<file path="src/rtl/period_meter_pkg.sv">
// period_meter shared types and helpers.
// Imported by the measurement top level.
package period_meter_pkg;

  typedef enum logic [2:0] {
    IDLE,
    SEEK_LOW,
    SEEK_RISE,
    MEASURE,
    TIMEOUT
  } state_t;

  function automatic logic [63:0] cnt_max(input int unsigned w);
    return (64'd1 << w) - 64'd1;
  endfunction

endpackage

</file>
<file path="src/rtl/sync_edge_detect.sv">
// Multi-flop synchronizer with registered edge detection.
// Edges are suppressed until the pipe holds real samples.
module sync_edge_detect #(
  parameter int SYNC_STAGES = 2
) (
  input  logic CLOCK,
  input  logic RESET,
  input  logic async_in,
  output logic level,
  output logic rise,
  output logic fall
);

  logic [SYNC_STAGES-1:0] sync;
  logic                   s_d;
  logic [SYNC_STAGES:0]   fill;

  always_ff @(posedge CLOCK or posedge RESET) begin
    if (RESET) begin
      sync <= '0;
      s_d  <= 1'b0;
      fill <= '0;
    end else begin
      sync <= {sync[SYNC_STAGES-2:0], async_in};
      s_d  <= sync[SYNC_STAGES-1];
      fill <= {fill[SYNC_STAGES-1:0], 1'b1};
    end
  end

  assign level = sync[SYNC_STAGES-1];

  // Reset zeros in the pipe would otherwise fake a rise on a high input.
  assign rise = fill[SYNC_STAGES] & level & ~s_d;
  assign fall = fill[SYNC_STAGES] & ~level & s_d;

endmodule

</file>
<file path="src/rtl/period_meter.sv">
// Measures period and high time of a slow signal in CLOCK cycles.
// Reports each completed period with a one-cycle strobe.
module period_meter
  import period_meter_pkg::*;
#(
  parameter int CNT_W       = 24,
  parameter int SYNC_STAGES = 2
) (
  input  logic             CLOCK,
  input  logic             RESET,
  input  logic             sig_in,
  input  logic             enable,
  output logic [CNT_W-1:0] period,
  output logic [CNT_W-1:0] high_time,
  output logic             meas_valid,
  output logic             timeout,
  output logic [15:0]      meas_count
);

  localparam logic [CNT_W-1:0] MAX  = CNT_W'(cnt_max(CNT_W));
  localparam logic [CNT_W-1:0] LAST = MAX - CNT_W'(1);
  localparam logic [CNT_W-1:0] ONE  = CNT_W'(1);

  state_t           state;
  state_t           state_nx;
  logic             s;
  logic             rise;
  logic             fall;
  logic [CNT_W-1:0] cnt;
  logic [CNT_W-1:0] hold;
  logic             at_last;
  logic             clr_cnt;
  logic             inc_cnt;
  logic             cap_fall;
  logic             report;
  logic             set_to;
  logic             clr_to;

  sync_edge_detect #(
    .SYNC_STAGES(SYNC_STAGES)
  ) u_sync (
    .CLOCK   (CLOCK),
    .RESET   (RESET),
    .async_in(sig_in),
    .level   (s),
    .rise    (rise),
    .fall    (fall)
  );

  assign at_last = (cnt == LAST);

  always_ff @(posedge CLOCK or posedge RESET) begin
    if (RESET) state <= IDLE;
    else       state <= state_nx;
  end

  always_comb begin
    state_nx = state;
    if (!enable) begin
      state_nx = IDLE;
    end else begin
      unique case (state)
        IDLE:      state_nx = SEEK_LOW;
        SEEK_LOW:  if (!s) state_nx = SEEK_RISE;
        SEEK_RISE: if (rise) state_nx = MEASURE;
        MEASURE:   if (!rise && at_last) state_nx = TIMEOUT;
        TIMEOUT:   if (rise) state_nx = MEASURE;
        default:   state_nx = IDLE;
      endcase
    end
  end

  always_comb begin
    clr_cnt  = 1'b0;
    inc_cnt  = 1'b0;
    cap_fall = 1'b0;
    report   = 1'b0;
    set_to   = 1'b0;
    clr_to   = 1'b0;
    if (enable) begin
      unique case (state)
        SEEK_RISE: clr_cnt = rise;
        MEASURE: begin
          clr_cnt  = rise;
          report   = rise;
          inc_cnt  = !rise;
          cap_fall = fall;
          set_to   = !rise && at_last;
        end
        TIMEOUT: begin
          clr_cnt = rise;
          clr_to  = rise;
        end
        default: ;
      endcase
    end
  end

  always_ff @(posedge CLOCK or posedge RESET) begin
    if (RESET)
      cnt <= '0;
    else if (!enable || state == IDLE || clr_cnt)
      cnt <= '0;
    else if (inc_cnt && cnt != MAX)
      cnt <= cnt + ONE;
  end

  always_ff @(posedge CLOCK or posedge RESET) begin
    if (RESET) begin
      hold       <= '0;
      period     <= '0;
      high_time  <= '0;
      meas_valid <= 1'b0;
      timeout    <= 1'b0;
      meas_count <= '0;
    end else begin
      meas_valid <= report;
      if (cap_fall)
        hold <= cnt + ONE;
      if (report) begin
        period     <= cnt + ONE;
        high_time  <= hold;
        meas_count <= meas_count + 16'd1;
      end
      if (set_to)
        timeout <= 1'b1;
      else if (clr_to)
        timeout <= 1'b0;
    end
  end

endmodule

</file>
<file path="config.mk">
export PLATFORM = sky130hd
export DESIGN_NAME = period_meter
export DESIGN_NICKNAME = d
export VERILOG_FILES = /design/src/rtl/period_meter_pkg.sv /design/src/rtl/sync_edge_detect.sv /design/src/rtl/period_meter.sv
export SDC_FILE = /design/constraint.sdc
export NUM_CORES = 1
export LEC_CHECK = 0
export BUFFER_PORTS_ARGS = -buffer_cell sky130_fd_sc_hd__buf_4
export CORE_UTILIZATION = 62
export CTS_CLUSTER_DIAMETER = 60
export CTS_CLUSTER_SIZE = 30
export DETAILED_ROUTE_END_ITERATION = 10
export PLACE_DENSITY = 0.85
export REMOVE_ABC_BUFFERS = 1
export SLEW_MARGIN = 5
export SYNTH_ARGS = -nofsm -noshare
export SYNTH_HDL_FRONTEND = slang
export SYNTH_SLANG_ARGS = --single-unit
</file>
<file path="constraint.sdc">
create_clock -name CLOCK -period 6.1 [get_ports CLOCK]
set_input_delay 1.22 -clock CLOCK [delete_from_list [all_inputs] [get_ports CLOCK]]
set_output_delay 1.22 -clock CLOCK [all_outputs]
set_load 0.02 [all_outputs]
</file>
; ---- Word-level counts from Yosys, hierarchy flattened
; Index checks and enable logic that the tools add are counted.
[totals]
regBits = 123
input_bits = 4
output_inout_bits = 66
word_cells = 61
[classes]
add_sub_neg = 2
n_eq_ne = 9
mux = 21
n_bitwise = 6
n_reduce_logical = 12
[op_table]
columns = cell, count
row1 = 24-bit two-way mux, 2
row2 = 24-bit by 1-bit adder with 24-bit output (second input constant), 1
row3 = 24-bit equality test (second input constant), 1
row4 = 24-bit inequality test (second input constant), 1
row5 = 16-bit by 1-bit adder with 16-bit output (second input constant), 1
row6 = 1-bit two-way mux, 14
row7 = 3-bit two-way mux, 4
row8 = 3-bit one-hot mux with 4 select lines, 1
row9 = 3-bit by 2-bit equality test with 1-bit output (second input constant), 2
row10 = 3-bit inequality test (second input constant), 2
row11 = 1-bit AND, 4
row12 = 2-bit nonzero test, 2
row13 = 3-bit by 1-bit equality test with 1-bit output (second input constant), 1
row14 = 3-bit equality test (second input constant), 1
row15 = 3-bit zero test, 1
row16 = 3-bit by 2-bit inequality test with 1-bit output (second input constant), 1
row17 = 3-bit AND reduction, 1
row18 = 3-bit OR reduction, 1
row19 = 1-bit logical AND, 2
row20 = 1-bit zero test, 2
row21 = 1-bit logical OR, 2
row22 = 1-bit inverter, 2
row23 = 2-bit OR reduction, 1

; ---- Depth between registers and ports, before layout
; Gate-level depths: netlist of the first run.
[depth]
depth_word = 8
ltp_mapped = 7

; ---- By module
; From an unflattened synthesis of the first run, not the netlist that was laid out.
[hier_totals]
cells_unflattened = 536
hier_area_um2 = 5290.1
[by_module_without_submodules]
columns = mod, instances, cells_per_inst, area_each_um2, seq_area_each_um2
row1 = period_meter, 1, 526, 5114.9, 2927.8
row2 = sync_edge_detect, 1, 10, 175.2, 150.1

; ---- Worst setup path before layout of the first run
; Ideal clock, no wire load.
[synth_timing]
path_kind = input-to-reg
from = input enable
to = register cnt[19]
setup_time_ns = 0.124
arrival_ns = 2.248
required_ns = 5.976
setup_slack_ns = 3.728
path_stages = 6
n_path_buf = 1
path_cell_list = nand4b_1 -> nor2_2 -> o21ai_2 -> and2_1 -> buf_4 -> a211o_1
[synth_via]
elab_chain_cells = 4
elab_cells_between_ends = 8
[synth_rtl]
columns = element, line
row1 = start: declaration, period_meter.sv:12  ; input logic enable,
row2 = 1-bit zero test, period_meter.sv:102  ; else if (!enable || state == IDLE || clr_cnt)
row3 = 1-bit logical OR (2 in a row), period_meter.sv:102
row4 = 24-bit two-way mux or 2-bit nonzero test (tied branches), -
row5 = end signal: assignment, period_meter.sv:105  ; cnt <= cnt + ONE;
row6 = end: declaration, period_meter.sv:29  ; logic [CNT_W-1:0] cnt;
; Several ways; a longest one is shown, not always the timed one.
; A chain may end at the register's enable or synchronous reset.

; ---- Final worst setup path of the first run
[layout_timing]
from = register cnt[0]
to = register cnt[17]
[layout_via]
elab_chain_cells = 3
elab_cells_between_ends = 6
[layout_rtl]
columns = element, line
row1 = 24-bit by 1-bit adder with 24-bit output or 24-bit inequality test (tied branches), "period_meter.sv:105, period_meter.sv:104"
row2 = 24-bit two-way mux or 1-bit logical AND (tied branches), period_meter.sv:104  ; else if (inc_cnt && cnt != MAX)
row3 = 24-bit two-way mux or 2-bit nonzero test (tied branches), -
; Several ways; a longest one is shown, not always the timed one. The select of a mux whose other input is x is not followed.

==> parameters.txt, run 1 <==
Parameter                              Value

Die
  Placement row count    33
  Effective utilization at floorplan    64.6%
  Top-level I/O count    70
  Width of the chip    95.0 um
  Floorplan die area    9020 sq um
  Die H    95.0 um
  Area of the placeable core    8300 sq um

Finish
  Area growth from synthesis to layout    21.3%
  Final net count    613
  # diodes    0
  Share of cells above drive strength 1    19.1%
  Filler-free cell count of the finished design    724

Routing
  Average via count per standard cell    5.92
  Wire length on met3    636 um
  Highest signal layer in the routed design    met4
  Number of DRC markers after the initial detailed-route iteration    360
  Routed wire length    11.9 mm
  Antenna-violating nets left    0
  Final routed wire length divided by cell count    16.4 um
  Detailed-route wire length on metal 1    5.04 mm
  Routed length on met2    5.96 mm
  Remaining design rule violation count    0
  Pre-Repair DR Iteration Count    7
  Via count    4289

Global route
  Total congestion overflow after global routing    0
  Global-route total usage across every layer    28.8%
  Wire length of the first global-routing pass    19.5 mm
  Largest net degree at the start of global routing    84
  Number of antenna violations at the first check in global routing    0
  Vias in the first global route    4054

Run status
  Result of the run    complete, no violations

Critical path
  Kind of critical path    reg -> reg
  Total buffers and inverters traversed by the critical path    0
  Slowest stage delay, CP    0.78 ns
  Largest delay share family, worst path    simple AND/OR/NAND/NOR gates
  Worst Setup Start Kind    flip-flop
  Arrival time of data at the critical path endpoint    3.38 ns
  Chain of cells forming the critical path    ha_1, and4_1, nand4_2, o21ai_2, and2_1, a221o_1
  Worst endpoint required time    6.56 ns
  Slowest stage cell, crit path    o21ai_2
  Worst-path maximum fanout    24
  Kind of end point of the critical path    flip-flop

STA
  Clk_skew    0.00671 ns
  Transition time of the tightest slew-check pin    0.982 ns
  Highest clock rate    343 MHz
  Unrepaired setup endpoints after global routing    no
  Slew headroom    34.6%
  Final total negative setup slack    0 ns
  Setup Viol. Count Final    0
  Number of pins exceeding their max-slew limit in the final report    0
  Share of the cycle needed by the critical path after routing    47.8%
  Shortest period the worst path allows    2.91 ns
  Number of hold violations in the final report    0

Yosys
  Asr flop ratio synth    100%
  Synth warnings    0
  Synth Area per Inst    9.84 sq um
  Mapped cell area    5360 sq um
  Number of synthesized flops with an enable pin    0
  Count of unique library cells instantiated by Yosys    56
  Most used DFF post-synth    dfrtp_1
  Part of the Yosys area used for sequential elements    57.4%
  Synthesized netlist cell count    545
  Number of flip-flops and latches in the synthesized netlist    123

Place
  Final GP Congestion    0.882
  Port Buffers    69
  Sum of net half-perimeters after detailed placement    7.15 mm
  Cells after DPL    692

Pwr
  Power density relative to cell area    321 nW/um^2
  Pwr Total    2090 uW
  Worst IR Drop VDD    229 uV
  Lkg Pwr    0.00319 uW

Min path
  Tightest Hold Check Type    reg -> reg

CTS
  Htree depth    4
  Num CTS Buffers    17
  Root Buffer    clkbuf_8
  TritonCTS clock tree    built
  Max Root-Sink Buffers    2
  Clock insertion delay at the later pin of the skew report    0.52 ns
  Post-CTS Hold Buffers    0
  Worst-path clk slew    0.06 ns
  Count of clock tree sinks    123
  Buffers inserted by post-CTS timing repair    0
  Post-cts repair resize count    0

Run
  Number of max-cap violations    0
-- cell usage in the layout (no fill, tap or decap), drive strengths merged, types with 11 or more instances in the layout --
| cell type | Yosys | final |
|---|---|---|
| xor2 | 15 | 15 |
| buf | 22 | 72 |
| nand3 | 24 | 24 |
| nand2 | 118 | 118 |
| and3 | 11 | 11 |
| nor2 | 44 | 44 |
| o21ai | 38 | 38 |
| a21oi | 35 | 35 |
| nand4 | 11 | 11 |
| clkbuf | 8 | 19 |
| xnor2 | 16 | 16 |
| dfrtp | 123 | 123 |
-- flip-flops by register name (all words and copies together), names as in the netlist --
name         flops
u_sync.sync      2
timeout          1
u_sync.s_d       1
u_sync.fill      3
meas_valid       1
hold            24
high_time       24
period          24
cnt             24
meas_count      16
state            3
-- metal layers --
layer,track usage [%],up-vias
met4,13.5,0
li1,-,1987
met1,36.8,2111
met2,46.9,170
met3,6.28,21
met5,0,-
-- layout make-up --
| type | count | area [sq um] |
|---|---|---|
| clock inverters | 13 | 168 |
| fillers | 541 | 1790 |
| clock buffers | 19 | 442 |
| repair buffers | 72 | 541 |
| multi-input cells | 386 | 2120 |
| inverters | 6 | 25.0 |
| flip-flops and latches | 123 | 3080 |
| well taps | 105 | 131 |
-- metrics by stage --
stage	hold WS, ns	setup slack [ns]	cell area [sq um]	utilization [%]
floorplan	0.331	1.61	5210	-
global placement	0.334	3.11	5900	71.0
detailed placement	0.336	3.02	5900	71.0
CTS	0.349	3.25	6500	78.4
global route	0.350	2.98	6500	78.4
finish	0.348	3.19	6500	78.4
-- path summary, 6_finish.rpt --
| check | to | cells past startpoint | slack, ns | start |
|---|---|---|---|---|
| max | cnt[17]$_DFFE_PP0P_ | 6 | 3.19 | cnt[0]$_DFFE_PP0P_ |
| min reg2reg | u_sync.sync[1]$_DFF_PP0_ | 0 | 0.35 | u_sync.sync[0]$_DFF_PP0_ |
| max reg2reg | cnt[17]$_DFFE_PP0P_ | 6 | 3.19 | cnt[0]$_DFFE_PP0P_ |
| min | u_sync.sync[1]$_DFF_PP0_ | 0 | 0.35 | u_sync.sync[0]$_DFF_PP0_ |
| min in group asynchronous | meas_count[15]$_DFFE_PP0P_ | 2 | 0.94 | RESET |
| max in group asynchronous | high_time[10]$_DFFE_PP0P_ | 3 | 4.05 | RESET |
-- cell families after synthesis --
kind of cell             synth area share, %
AO/OA/AOI/OAI                           11.4
XOR/XNOR                                5.06
adder cells (fa/ha/maj)                0.700
buffers and inverters                   3.17
flip-flops                              57.4
other                                 0.0699
AND/OR/NAND/NOR                         22.2
-- power breakdown --
group	switching (uW)	internal (uW)	leakage (uW)
registers	41.7	879	0.00168
logic	93.9	57.7	0.00123
clock network	374	646	0.000283
total	509	1580	0.00319
-- cell usage after synthesis (4+ instances only) --
master,n,area share (%)
nor3_1,8,0.75
buf_4,4,0.56
xnor2_1,16,2.6
dfrtp_1,123,57
clkbuf_1,8,0.56
o21ai_0,33,3.1
nand2_1,118,8.3
a21oi_1,34,3.2
o21ai_1,4,0.37
nand4_1,10,1.2
nor2_1,43,3.0
and4_1,4,0.65
and3_1,11,1.3
xor2_1,15,2.5
a21o_1,4,0.56
nand3_1,23,2.1
and2_1,6,0.70
buf_2,16,1.5
inv_1,5,0.35
o2bb2ai_1,5,0.82
or3_1,5,0.58
Power figures use the tool's default switching activity.
==> run 2: changes to the inputs <==
CORE_UTILIZATION = 52   (was 62)
PLACE_DENSITY = 0.76   (was 0.85)
clock period = 2.4 ns   (was 6.1 ns; I/O delays follow)
==> parameters.txt, run 2 (synthesis gave the netlist of run 1 again) <==
Parameter                              Value

STA
  Highest clock rate    456 MHz (+33%)
  Clk_skew    0.00997 ns (+0.00325 ns)
  Number of pins exceeding their max-slew limit in the final report    0 (unchanged)
  Final worst-path setup slack    0.207 ns (-2.98 ns)
  Slew headroom    64.2% (+30 points)
  Share of the cycle needed by the critical path after routing    91.4% (+44 points)
  Number of hold violations in the final report    0 (unchanged)
  Shortest period the worst path allows    2.19 ns (-0.721 ns)
  Setup Viol. Count Final    0 (unchanged)
  Unrepaired setup endpoints after global routing    no
  Transition time of the tightest slew-check pin    0.537 ns (-0.445 ns)
  Final total negative setup slack    0 ns (unchanged)

Global route
  Global-route total usage across every layer    22.2% (-6.7 points)
  Wire length of the first global-routing pass    18.7 mm (-4.1%)
  Largest net degree at the start of global routing    75 (-11%)
  Total congestion overflow after global routing    0 (unchanged)
  Vias in the first global route    3963 (-2.2%)
  Number of antenna violations at the first check in global routing    0 (unchanged)

Pwr
  Lkg Pwr    0.00322 uW (+0.87%)
  Pwr Total    5100 uW (+140%)
  Worst IR Drop VDD    404 uV (+77%)
  Power density relative to cell area    773 nW/um^2 (+140%)

Min path
  Worst Hold Endpoint    u_sync.sync[0]$_DFF_PP0_
  Cell count of the worst hold path    1 (+1)
  Hold path start    sig_in
  Tightest Hold Check Type    in -> reg

Critical path
  Worst-path maximum fanout    13 (-46%)
  Reg2reg setup slack    0.21 ns (-2.98 ns)
  Origin of the critical flop-to-flop path    cnt[0]$_DFFE_PP0P_
  Kind of critical path    reg -> reg
  Arrival time of data at the critical path endpoint    2.65 ns (-0.73 ns)
  Slowest stage delay, CP    0.49 ns (-0.29 ns)
  Worst Setup Start Kind    flip-flop
  FF-to-FF path depth    6 (unchanged)
  Slowest stage cell, crit path    dfrtp_1
  Kind of end point of the critical path    flip-flop
  Worst endpoint required time    2.86 ns (-3.70 ns)
  Chain of cells forming the critical path    ha_1, and4_1, nand4_2, o21ai_2, and2_1, a221o_1
  Capturing point of the worst reg2reg path    cnt[17]$_DFFE_PP0P_

Die
  Width of the chip    104 um (+9.0%)
  Top-level I/O count    70 (unchanged)
  Die H    104 um (+9.0%)
  Floorplan die area    10700 sq um (+19%)
  Effective utilization at floorplan    54.4% (-10 points)
  Area of the placeable core    9860 sq um (+19%)
  Placement row count    36 (+9.1%)

CTS
  Post-CTS Hold Buffers    1 (+1)
  Post-cts repair resize count    0 (unchanged)
  TritonCTS clock tree    built
  Buffers inserted by post-CTS timing repair    0 (unchanged)
  Htree depth    4 (unchanged)
  Count of clock tree sinks    123 (unchanged)
  Max Root-Sink Buffers    2 (unchanged)
  Root Buffer    clkbuf_8
  Clock insertion delay at the later pin of the skew report    0.52 ns (about the same)
  Num CTS Buffers    17 (unchanged)
  Worst-path clk slew    0.06 ns (about the same)

Routing
  Final routed wire length divided by cell count    14.4 um (-12%)
  Antenna-violating nets left    0 (unchanged)
  Detailed-route wire length on metal 1    5.04 mm (unchanged)
  Routed wire length    11.0 mm (-7.6%)
  Pre-Repair DR Iteration Count    5 (-2)
  Wire length on met3    503 um (-21%)
  Routed length on met2    5.23 mm (-12%)
  Via count    4161 (-3.0%)
  Number of DRC markers after the initial detailed-route iteration    226 (-37%)
  Highest signal layer in the routed design    met4
  Remaining design rule violation count    0 (unchanged)
  Average via count per standard cell    5.48 (-7.6%)

Finish
  Area growth from synthesis to layout    23.0%
  Final net count    621 (+1.3%)
  # diodes    0 (unchanged)
  Footprint of the flip-flops and latches    3080 sq um (unchanged)
  Number of fillers in the final layout    772 (+43%)
  Share of cells above drive strength 1    19.9% (+0.87 points)
  Area of the multi-input gates    2120 sq um (unchanged)
  Most common library cell in the layout ignoring fill and taps    dfrtp_1
  Filler-free cell count of the finished design    760 (+5.0%)
  Commonest non-fill, non-tap cells in the layout    dfrtp_1, nand2_1, buf_4
  Core occupancy in the finished layout    66.8% (-12 points)

Place
  Final GP Congestion    0.915 (+3.6%)
  Cells after DPL    727 (+5.1%)
  Placement-stage worst setup slack    0.220 ns (-2.80 ns)
  Sum of net half-perimeters after detailed placement    7.43 mm (+4.0%)
  Port Buffers    69 (unchanged)

Run
  Number of max-cap violations    0 (unchanged)

Run status
  Result of the run    complete, no violations
==> run 2: how the worst max path moves through the flow <==
stage	from	endpoint	slack, ns	cells past startpoint
6_report	cnt[0]$_DFFE_PP0P_	cnt[17]$_DFFE_PP0P_	0.21	6
3_5_place_dp	cnt[0]$_DFFE_PP0P_	cnt[3]$_DFFE_PP0P_	0.22	6
4_1_cts	cnt[0]$_DFFE_PP0P_	cnt[3]$_DFFE_PP0P_	0.21	6
2_1_floorplan	RESET	cnt[0]$_DFFE_PP0P_	-1.35	1
5_1_grt	cnt[0]$_DFFE_PP0P_	cnt[3]$_DFFE_PP0P_	0.04	6
3_3_place_gp	cnt[0]$_DFFE_PP0P_	cnt[3]$_DFFE_PP0P_	0.32	6
==> run 2: report_power, final <==
part           switching [uW]  internal [uW]  leakage (uW)
Combinational             236            158       0.00128
Sequential               98.7           2230       0.00168
Clock                     943           1430      0.000258
Total                    1280           3820       0.00322
==> run 2: cell type report <==
| type | instances | share of cell area (%) |
|---|---|---|
| flip-flops and latches | 123 | 46.7 |
| multi-input cells | 386 | 32.2 |
| repair buffers | 80 | 9.72 |
| clock buffers | 19 | 6.70 |
| well taps | 133 | 2.52 |
| clock inverters | 13 | 1.82 |
| inverters | 6 | 0.380 |
==> run 2: metrics by stage <==
| step | instance area, sq um | hold WS, ns |
|---|---|---|
| 2_1_floorplan | 5210 | 0.331 |
| 3_3_place_gp | 6020 | 0.332 |
| 3_5_place_dp | 6020 | 0.337 |
| 4_1_cts | 6590 | 0.0417 |
| 5_1_grt | 6590 | 0.0528 |
| 6_report | 6590 | 0.0663 |
==> run 2: metal layers <==
metal	GRT usage, %	vias up
met5	0	-
met4	9.52	0
met3	5.10	18
met2	35.6	108
met1	29.0	2041
li1	-	1994
==> run 2: critical path: cells and delay by family (launching register included) <==
kind	cells	cell delay, ns
fa+ha+maj	1	0.27
simple gates	3	0.92
flops	1	0.49
compound gates	2	0.45
==> run 3: changes to the inputs <==
CELL_PAD_IN_SITES_DETAIL_PLACEMENT = 0   (was unset)
CELL_PAD_IN_SITES_GLOBAL_PLACEMENT = 1   (was unset)
CORE_UTILIZATION = 40   (was 52)
PLACE_DENSITY = 0.75   (was 0.76)
SLEW_MARGIN = 15   (was 5)
==> parameters.txt, run 3 (synthesis gave the netlist of run 1 again) <==
Parameter                              Value

Run status
  Result of the run    complete, no violations

CTS
  TritonCTS clock tree    built
  Clock insertion delay at the later pin of the skew report    0.42 ns (-0.10 ns)
  Root Buffer    clkbuf_16
  Count of clock tree sinks    123 (unchanged)
  Htree depth    4 (unchanged)
  Num CTS Buffers    17 (unchanged)
  Worst-path clk slew    0.06 ns (about the same)
  Max Root-Sink Buffers    2 (unchanged)

Finish
  Number of fillers in the final layout    1185 (+53%)
  Most common library cell in the layout ignoring fill and taps    dfrtp_1
  Final standard cell area without fillers    6750 sq um (+2.4%)
  Share of cells above drive strength 1    20.0% (+0.032 points)
  Core occupancy in the finished layout    52.7% (-14 points)
  # diodes    0 (unchanged)
  Footprint of the flip-flops and latches    3080 sq um (unchanged)
  Area growth from synthesis to layout    26.0%
  Final net count    620 (-0.16%)
  Commonest non-fill, non-tap cells in the layout    dfrtp_1, nand2_1, buf_4
  Area of the multi-input gates    2120 sq um (about the same)

Critical path
  Slowest stage cell, crit path    dfrtp_1
  Reg2reg setup slack    0.24 ns (+0.03 ns)
  Chain of cells forming the critical path    ha_1, and4_1, nand4_2, o21a_1, and3_1, a211o_1
  Kind of critical path    reg -> reg
  Worst endpoint required time    2.69 ns (-0.17 ns)
  Worst-path maximum fanout    10 (-3)
  Arrival time of data at the critical path endpoint    2.46 ns (-0.19 ns)
  Worst Setup Start Kind    flip-flop
  Kind of end point of the critical path    flip-flop
  Slowest stage delay, CP    0.47 ns (-0.02 ns)

Place
  Sum of net half-perimeters after detailed placement    7.75 mm (+4.2%)
  Final GP Congestion    0.854 (-6.6%)
  Placement-stage worst setup slack    0.199 ns (-0.0209 ns)
  Area after DPL    6070 sq um (+0.81%)
  Port Buffers    69 (unchanged)

Global route
  Met3 GRT Util    4.84% (-0.25 points)
  Vias in the first global route    4023 (+1.5%)
  Met1 Usage GRT    24.2% (-4.8 points)
  Total congestion overflow after global routing    0 (unchanged)
  Met2 Track Usage GR    28.1% (-7.5 points)
  Wire length of the first global-routing pass    20.1 mm (+7.2%)
  Largest net degree at the start of global routing    73 (-2.7%)
  Global-route total usage across every layer    18.3% (-3.9 points)
  Number of antenna violations at the first check in global routing    0 (unchanged)
  Gr busiest metal    met2

Die
  Floorplan die area    13900 sq um (+29%)
  Effective utilization at floorplan    41.8% (-13 points)
  Placement row count    41 (+14%)
  Die H    118 um (+14%)
  Width of the chip    118 um (+14%)
  Area of the placeable core    12800 sq um (+30%)
  Top-level I/O count    70 (unchanged)

Routing
  Antenna-violating nets left    0 (unchanged)
  Pre-Repair DR Iteration Count    5 (unchanged)
  Number of DRC markers after the initial detailed-route iteration    267 (+18%)
  Via count    4076 (-2.0%)
  Routed wire length    11.5 mm (+4.7%)
  Remaining design rule violation count    0 (unchanged)
  Average via count per standard cell    5.11 (-6.7%)
  Final routed wire length divided by cell count    14.4 um (-0.26%)

Min path
  Tightest Hold Check Type    in -> async

Pwr
  Worst IR Drop VDD    418 uV (+3.7%)
  Lkg Pwr    0.00329 uW (+2.4%)
  Power density relative to cell area    838 nW/um^2 (+8.4%)
  Pwr Total    5660 uW (+11%)

STA
  Highest clock rate    463 MHz (+1.5%)
  Number of pins exceeding their max-slew limit in the final report    0 (unchanged)
  Number of hold violations in the final report    0 (unchanged)
  Final worst-path setup slack    0.239 ns (+0.0321 ns)
  Shortest period the worst path allows    2.16 ns (-0.0321 ns)
  Worst hold-check slack    0.102 ns (+0.0362 ns)
  Setup Viol. Count Final    0 (unchanged)
  Share of the cycle needed by the critical path after routing    90.1% (-1.3 points)
  Clk_skew    0.00849 ns (-0.00148 ns)
  Unrepaired setup endpoints after global routing    no

Run
  Number of max-cap violations    0 (unchanged)
[run 3: cell types whose count changed in the layout (fill, tap and decap cells not counted), sizes merged]
| cell | change |
|---|---|
| clkbuf | +2 |
| bufinv | +5 |
| clkinv | -1 |
| dlygate4sd3 | -1 |
| clkinvlp | -6 |
[run 3: worst max-delay path, delay by kind of cell (launching register included)]
family                     cells  cell delay [ns]
DFF                            1             0.47
adders and majority gates      1             0.26
and+or+nand+nor                3             0.67
AOI/OAI and AO/OA              2             0.63
[run 3: cell type report]
cell class,instances,area share (%)
timing repair buffer,79,9.34
clock buffer,21,6.97
sequential,123,45.6
clock inverter,11,3.15
multi-input combinational,386,31.4
tap,172,3.19
inverter,6,0.371
[run 3: per-layer routing]
layer | up-vias | routed length [um]
li1 | 2002 | -
met2 | 104 | 5380
met4 | 0 | 138
met3 | 10 | 573
met5 | - | 0
met1 | 1960 | 5380
[run 3: timing repair]
| action | 4_1_cts | 5_1_grt |
|---|---|---|
| buffers inserted | 0 | 0 |
| resized for setup | 0 | 1 |
| endpoints found under the setup margin | 0 | 10 |
| hold buffers | 0 | 0 |
[run 3: power breakdown]
part           switching, uW  internal, uW  leakage (uW)
combinational            233           159       0.00128
sequential              99.3          2230       0.00168
clock                    907          2030      0.000337
[run 3: worst paths after layout]
path,end,startpoint,depth (start not counted)
worst min-delay path,cnt[11]$_DFFE_PP0P_,RESET,2
min in group CLOCK,u_sync.sync[0]$_DFF_PP0_,sig_in,1
worst max register to register,cnt[19]$_DFFE_PP0P_,cnt[0]$_DFFE_PP0P_,6
worst max-delay path,cnt[19]$_DFFE_PP0P_,cnt[0]$_DFFE_PP0P_,6
worst min register to register,u_sync.fill[1]$_DFF_PP0_,u_sync.fill[0]$_DFF_PP0_,0
max in group asynchronous,period[5]$_DFFE_PP0P_,RESET,3
[run 3: stage by stage]
stage,instances,TNS (ns)
after detailed placement,766,0
final,798,0
after floorplan,515,-200.04
after global routing,798,0
after CTS,798,0
after global placement,766,0
